$ cat src/rtl/mult_pkg.sv
// mult_pkg: shared widths, flag bit positions and FSM states for the multiplier request driver
package mult_pkg;
  localparam int OP_W = 16;
  localparam int RES_W = 32;
  localparam int FLAG_W = 3;
  localparam int FLAG_TO = 2;
  localparam int FLAG_APE = 1;
  localparam int FLAG_RPE = 0;
  typedef enum logic [1:0] {IDLE, REQ, WAIT_RDY, OUT} state_t;
endpackage

$ cat src/rtl/mult_timeout_cnt.sv
// mult_timeout_cnt: cycle counter that flags expiry after TIMEOUT enabled cycles
module mult_timeout_cnt #(
  parameter int TIMEOUT = 1023
) (
  input  logic clk,
  input  logic rst,
  input  logic clear,
  input  logic en,
  output logic expired
);
  localparam int W = TIMEOUT > 1 ? $clog2(TIMEOUT) : 1;
  logic [W-1:0] cnt;
  // count enabled cycles; the last counted cycle raises expired
  always_ff @(posedge clk or posedge rst)
    if (rst) cnt <= '0;
    else if (clear) cnt <= '0;
    else if (en) cnt <= cnt + W'(1);
  assign expired = en && cnt == W'(TIMEOUT - 1);
endmodule

$ cat src/rtl/mult_req_driver.sv
// mult_req_driver: drives one multiplier request per operand pair and returns the product; MULT_DRV_PAR_INJECT_EN adds parity-inversion inputs
import mult_pkg::*;
module mult_req_driver #(
  parameter int TIMEOUT = 1023
) (
  input  logic              clk,
  input  logic              rst,
`ifdef MULT_DRV_PAR_INJECT_EN
  input  logic              inj_a,
  input  logic              inj_b,
`endif
  input  logic              in_valid,
  output logic              in_ready,
  input  logic [OP_W-1:0]   in_arg_a,
  input  logic [OP_W-1:0]   in_arg_b,
  output logic              req,
  output logic [OP_W-1:0]   arg_a,
  output logic [OP_W-1:0]   arg_b,
  output logic              arg_a_parity,
  output logic              arg_b_parity,
  input  logic              ack,
  input  logic [RES_W-1:0]  result,
  input  logic              result_parity,
  input  logic              result_rdy,
  input  logic              arg_parity_error,
  output logic              out_valid,
  input  logic              out_ready,
  output logic [RES_W-1:0]  out_result,
  output logic [FLAG_W-1:0] out_flags
);
  state_t state, state_n;
  logic cap, tmo, expired, ia, ib;
`ifdef MULT_DRV_PAR_INJECT_EN
  assign ia = inj_a;
  assign ib = inj_b;
`else
  assign ia = 1'b0;
  assign ib = 1'b0;
`endif
  assign in_ready = state == IDLE;
  assign req = state == REQ;
  assign out_valid = state == OUT;
  mult_timeout_cnt #(.TIMEOUT(TIMEOUT)) u_cnt (
    .clk(clk),
    .rst(rst),
    .clear(state == IDLE),
    .en(state == REQ || state == WAIT_RDY),
    .expired(expired)
  );
  // state register
  always_ff @(posedge clk or posedge rst)
    if (rst) state <= IDLE;
    else state <= state_n;
  // next state: a response wins over expiry, expiry wins over a bare ack
  always_comb begin
    cap = result_rdy && ((state == REQ && ack) || state == WAIT_RDY);
    tmo = expired && !cap;
    state_n = cap || tmo ? OUT :
              state == IDLE && in_valid ? REQ :
              state == REQ && ack ? WAIT_RDY :
              state == OUT && out_ready ? IDLE : state;
  end
  // operand capture on accept, product/flag capture on response or timeout
  always_ff @(posedge clk or posedge rst)
    if (rst) begin
      arg_a <= '0;
      arg_b <= '0;
      arg_a_parity <= 1'b0;
      arg_b_parity <= 1'b0;
      out_result <= '0;
      out_flags <= '0;
    end else begin
      if (state == IDLE && in_valid) begin
        arg_a <= in_arg_a;
        arg_b <= in_arg_b;
        arg_a_parity <= ^in_arg_a ^ ia;
        arg_b_parity <= ^in_arg_b ^ ib;
      end
      if (cap) begin
        out_result <= result;
        out_flags <= '0;
        out_flags[FLAG_APE] <= arg_parity_error;
        out_flags[FLAG_RPE] <= ^result != result_parity;
      end else if (tmo) begin
        out_result <= '0;
        out_flags <= '0;
        out_flags[FLAG_TO] <= 1'b1;
      end
    end
endmodule

$ cat config.mk
export PLATFORM = sky130hd
export DESIGN_NAME = mult_req_driver
export DESIGN_NICKNAME = d
export VERILOG_FILES = /design/src/rtl/mult_pkg.sv /design/src/rtl/mult_timeout_cnt.sv /design/src/rtl/mult_req_driver.sv
export SDC_FILE = /design/constraint.sdc
export NUM_CORES = 1
export LEC_CHECK = 0
export ABC_AREA = 1
export CELL_PAD_IN_SITES_DETAIL_PLACEMENT = 0
export CELL_PAD_IN_SITES_GLOBAL_PLACEMENT = 1
export CORE_ASPECT_RATIO = 0.8
export CORE_MARGIN = 5
export CORE_UTILIZATION = 30
export CTS_CLUSTER_DIAMETER = 60
export DETAILED_ROUTE_END_ITERATION = 7
export PLACE_DENSITY = 0.84
export SYNTH_ARGS = -nofsm -noshare
export SYNTH_HDL_FRONTEND = slang
export SYNTH_HIERARCHICAL = 1
export SYNTH_SLANG_ARGS = --single-unit
export TNS_END_PERCENT = 1
$ cat constraint.sdc
create_clock -name clk -period 2.3 [get_ports clk]
set_input_delay 0.46 -clock clk [delete_from_list [all_inputs] [get_ports clk]]
set_output_delay 0.46 -clock clk [all_outputs]
set_load 0.005 [all_outputs]
## Yosys cells after proc, flatten, opt, wreduce, memory -nomap -nowiden

Cells that the tools add are included.

- Add/subtract/negate cells: 1
- Equal/unequal tests: 5
- Muxes and demuxes: 10
- Reduce and logical (&&, ||, !) cells: 17

Operator list:

| cell | count |
|---|---|
| 2-to-1 mux 32 bit | 2 |
| XOR reduction 16 bit | 2 |
| XOR reduction 32 bit | 1 |
| 2-to-1 mux 10 bit | 2 |
| adder 10 x 1 -> 10 bit (second input constant) | 1 |
| == test 10 bit (second input constant) | 1 |
| 2-to-1 mux 2 bit | 4 |
| logical AND 1 bit | 6 |
| 2-to-1 mux 3 bit | 2 |
| == test 2 bit (second input constant) | 2 |
| nonzero test 2 bit | 2 |
| nonzero test 4 bit | 1 |
| logical OR 1 bit | 3 |
| == test 2 x 1 -> 1 bit (second input constant) | 1 |
| logical NOT 2 bit | 1 |
| logical NOT 1 bit | 1 |
| != test 1 bit | 1 |

- Bits in registers: 81
- Input bits: 72
- Output and inout port bits: 72

## Logic depth before layout (Yosys ltp)

- Depth in word-level cells: 8
- Gate-level depth with buffers: 15
- Mapped depth without buffers: 15

## Cells and area by module

Netlist, hierarchy kept.

By module, submodules not included:

| module | times used | cells an instance | area an instance (µm²) |
|---|---|---|---|
| mult_req_driver | 1 | 455 | 3653.5 |
| mult_timeout_cnt | 1 | 79 | 600.6 |

## Least setup slack after synthesis

OpenSTA, ideal clock, no wires.

- Kind: register to register
- From: reg state[0]
- To: reg out_result[17]
- Library setup time: 0.121 ns
- Arrival: 1.802 ns
- Setup slack: 0.377 ns
- Stages on the path, launching flop included: 8
- Period minus slack after synthesis: 1.923 ns
- Path through: dfrtp_1 > inv_1 > ha_1 > nand4_1 > nor4_1 > nor2_4 > buf_4 > a22o_2

- Elaborated cells on any way between the ends: 11

RTL lines:

| item | line | source |
|---|---|---|
| start, declared | mult_req_driver.sv:31 | `state_t state, state_n;` |
| start signal, assigned | mult_req_driver.sv:53 | `else state <= state_n;` |
| == test 2 x 1 -> 1 bit or == test 2 bit (tied branches) | mult_req_driver.sv:47 | `.en(state == REQ \|\| state == WAIT_RDY),` |
| logical OR 1 bit (*) | mult_req_driver.sv:47 |  |
| logical AND 1 bit (*) | mult_timeout_cnt.sv:18 | `assign expired = en && cnt == W'(TIMEOUT - 1);` |
| net expired | mult_req_driver.sv:32 | `logic cap, tmo, expired, ia, ib;` |
| logical AND 1 bit (*) | mult_req_driver.sv:57 | `tmo = expired && !cap;` |
| nonzero test 2 bit (no source line) (*) | -- |  |
| end signal, assigned | mult_req_driver.sv:80 | `out_result <= result;` |
| end, declared | mult_req_driver.sv:28 | `output logic [RES_W-1:0] out_result,` |

The timed path passes the listed nets; every way through them passes the cells marked *.
A chain may end at the register's enable or synchronous reset.

## Worst setup path in the final report

- From: reg state[1]
- To: out in_ready

- Cells in the longest elaborated chain, start to end: 1

Ends and longest elaborated chain:

| item | line | source |
|---|---|---|
| logical NOT 2 bit | mult_req_driver.sv:40 | `assign in_ready = state == IDLE;` |
| end, declared | mult_req_driver.sv:13 | `output logic in_ready,` |

Every way passes these cells.

==> results.md <==
- Status: complete, no violations
- Post-CTS setup buffer count: 0
- Total Die Area: 16700 µm²
- Post-Synthesis Cells: 534
- RSZ-0062 raised after global routing: false
- Largest net degree at the start of global routing: 72
- Crit path from: state[1]$_DFFE_PP0P_
- Clk pin slew, worst setup/hold paths: 0.06 ns
- Critical path class: reg -> out
- Worst setup SP type: register
- Vias per cell: 4.47
- Finished Layout Cells: 867
- Post-cts repair resize count: 0
- DRC violations left: 0
- Achievable Freq: 0.462 GHz
- Slew headroom: 63.8%
- Setup crit end: in_ready
- Worst hold slack: 0.464 ns
- Max cap viols: 0
- Cts hold-fix bufs: 0
- Final period demand of the worst path: 2.16 ns
- CP endpoint kind: output port
- CTS Sinks: 81
- Die height: 117 µm
- Final period utilization: 94.1%
- Tightest Pin Transition: 0.541 ns
- First-pass GRT wire length: 19200 µm
- Final hold vios: 0
- Hold Crit Class: in -> async
- Total power: 7.02 mW
- Inst Count DP: 850
- Initial Utilization: 31.0%
- I/O Buffers: 143
- Worst skew pair latency: 0.34 ns
- CTS tree: built
- Slew Limit Fails: 0
- Power Density: 1120 nW/µm²
- GR Util All Layers: 14.4%
- Ant. Diodes: 0
- HPWL after detailed placement: 8500 µm
- Worst stage delay on the critical path: 0.57 ns
- Crit path required time: 1.84 ns
- Worst Clk Skew: 0.00868 ns
- Syn Nets: 612
- Slowest CP cell: clkdlybuf4s50_1
- Data arrival, critical path: 1.70 ns
- Nets: 760
- Max IR drop VDD: 654 µV
- Sequential fraction of the synthesis area: 47.6%
- Worst path cell trace: inv_1 -> ha_1 -> clkdlybuf4s50_1
- Clk buf depth: 2
- # IOs: 144
- Final setup fails: 0
- Inserted Clock Buffers: 9
- Drt pass-1 iters: 6
- FP Rows: 38
- Distinct cell type count of the synthesized netlist: 27
- H-tree levels: 3
- Chip width: 143 µm
- P_leak: 3.06 nW
- GRT Residual Overflow: 0
- Vias: 3872
- Initial antenna violation count: 0
- CTS root buffer: clkbuf_16
- Worst-path maximum fanout: 5
- Post-route ant nets: 0
- Final wirelength: 11900 µm
- Area growth, synth to finish: 46.7%
- Layout cell share with drive strength beyond 1: 5.82%
- Core Util, Final: 45.4%
- Ys Warns: 6
- GP Congestion: 0.790
- Crit Reg-Reg Endpoint: state[1]$_DFFE_PP0P_
- Synthesized area per cell: 7.97 µm²
- CORE AREA: 13700 µm²
- DR iter-0 viols: 137
- Synth Flop Type: dfrtp_1
- Fillers: 1299
- Post-synth EDFFs: 0
- R2R cell count: 7
- #FFs+latches synth: 81
- R2r setup slk: 0.34 ns
- Routed len/inst: 13.7 µm
- Reg2reg start: state[0]$_DFFE_PP0P_
- Mapped cell area: 4250 µm²
- FFs w/ async S/R, synth: 100%
- Vias in the first global route: 3987
## cells in the final DEF, fill, tap and decap left out, types with 2 or more instances in the layout
cell type / netlist / final
inv_1: 36 / 35
nor2_4: 5 / 6
xnor2_1: 31 / 31
clkbuf_16: 0 / 9
nor2_1: 18 / 18
xor2_1: 16 / 16
o21ai_1: 6 / 6
o21ai_0: 12 / 12
ha_1: 6 / 6
buf_4: 4 / 5
nand3_2: 2 / 2
nand3_1: 9 / 9
inv_2: 3 / 4
clkdlybuf4s50_1: 0 / 143
dfrtp_1: 81 / 81
a21oi_1: 4 / 4
bufinv_16: 0 / 2
inv_6: 0 / 3
nand2_1: 261 / 261
nand2_2: 4 / 4
clkinvlp_4: 0 / 2
nand4_1: 3 / 3
a22o_1: 16 / 16
## kinds of logic (layout without fill, tap and decap cells)
group / Yosys count / after routing / synth area share, %
XOR/XNOR: 47 / 47 / 9.68
flip-flops: 81 / 81 / 47.6
AO/OA/AOI/OAI: 43 / 43 / 7.06
adder cells (fa/ha/maj): 6 / 6 / 1.76
AND/OR/NAND/NOR: 304 / 305 / 28.8
buffers and inverters: 53 / 205 / 5.03
## critical path, delay by kind of cell (launching register included)
| kind | cells | cell delay, ns |
|---|---|---|
| buffers and inverters | 2 | 0.68 |
| flip-flops | 1 | 0.40 |
| adder cells (fa/ha/maj) | 1 | 0.29 |
## registers in the layout, indices dropped and copies added (netlist names)
name          count
arg_b_parity      1
out_flags         3
u_cnt/cnt        10
arg_b            16
out_result       32
arg_a            16
arg_a_parity      1
state             2
## power by group
part           switching (mW)  internal [mW]
Combinational            1.35           1.68
Sequential              0.372           2.04
Clock                   0.620          0.963
Total                    2.34           4.68
## how the worst min path moves through the flow
stage / start / endpoint / slack [ns] / depth (start not counted)
2_1_floorplan: rst / u_cnt/cnt[0]$_DFFE_PP0P_ / 0.30 / 1
3_3_place_gp: out_result[14]$_DFFE_PP0P_ / out_result[14]$_DFFE_PP0P_ / 0.46 / 2
3_5_place_dp: arg_a[3]$_DFFE_PP0P_ / arg_a[3]$_DFFE_PP0P_ / 0.46 / 2
4_1_cts: rst / u_cnt/cnt[3]$_DFFE_PP0P_ / 0.47 / 2
5_1_grt: rst / u_cnt/cnt[3]$_DFFE_PP0P_ / 0.50 / 2
6_report: rst / u_cnt/cnt[3]$_DFFE_PP0P_ / 0.46 / 2
## per-stage QoR
step                      area [µm²]  setup slack, ns  TNS (ns)
after floorplan                 4250           0.0434         0
after global placement          5900           0.0162         0
after detailed placement        5900          -0.0118   -0.0118
after CTS                       6230           0.0221         0
after global routing            6240           0.0265         0
final                           6240            0.136         0
## per-layer routing
layer  up-vias  GRT usage (%)  share of wire [%]
met5         -              0                  0
met4         0           4.88                1.9
met3        16           7.00                 11
met2       125           22.3                 43
met1      1783           17.7                 44
li1       1948              -                  -
## synth_stat cells, drive strengths merged, types with 4 or more instances
cell | number | area (µm²)
a21oi | 4 | 20.0
a22o | 17 | 150
buf | 4 | 30.0
clkbuf | 9 | 33.8
dfrtp | 81 | 2030
ha | 6 | 75.1
inv | 39 | 146
nand2 | 265 | 1000
nand3 | 11 | 65.1
nor2 | 23 | 124
o21ai | 19 | 106
xnor2 | 31 | 272
xor2 | 16 | 140
## final cells by class
cell class                 count  area [µm²]  area share, %
timing repair buffer         149        1490           23.9
inverter                      40         150           2.41
sequential                    81        2030           32.5
tap                          180         225           3.61
multi-input combinational    401        2020           32.4
clock inverter                 7         101           1.62
clock buffer                   9         225           3.61
No activity file was read; power rests on OpenSTA's default activity.
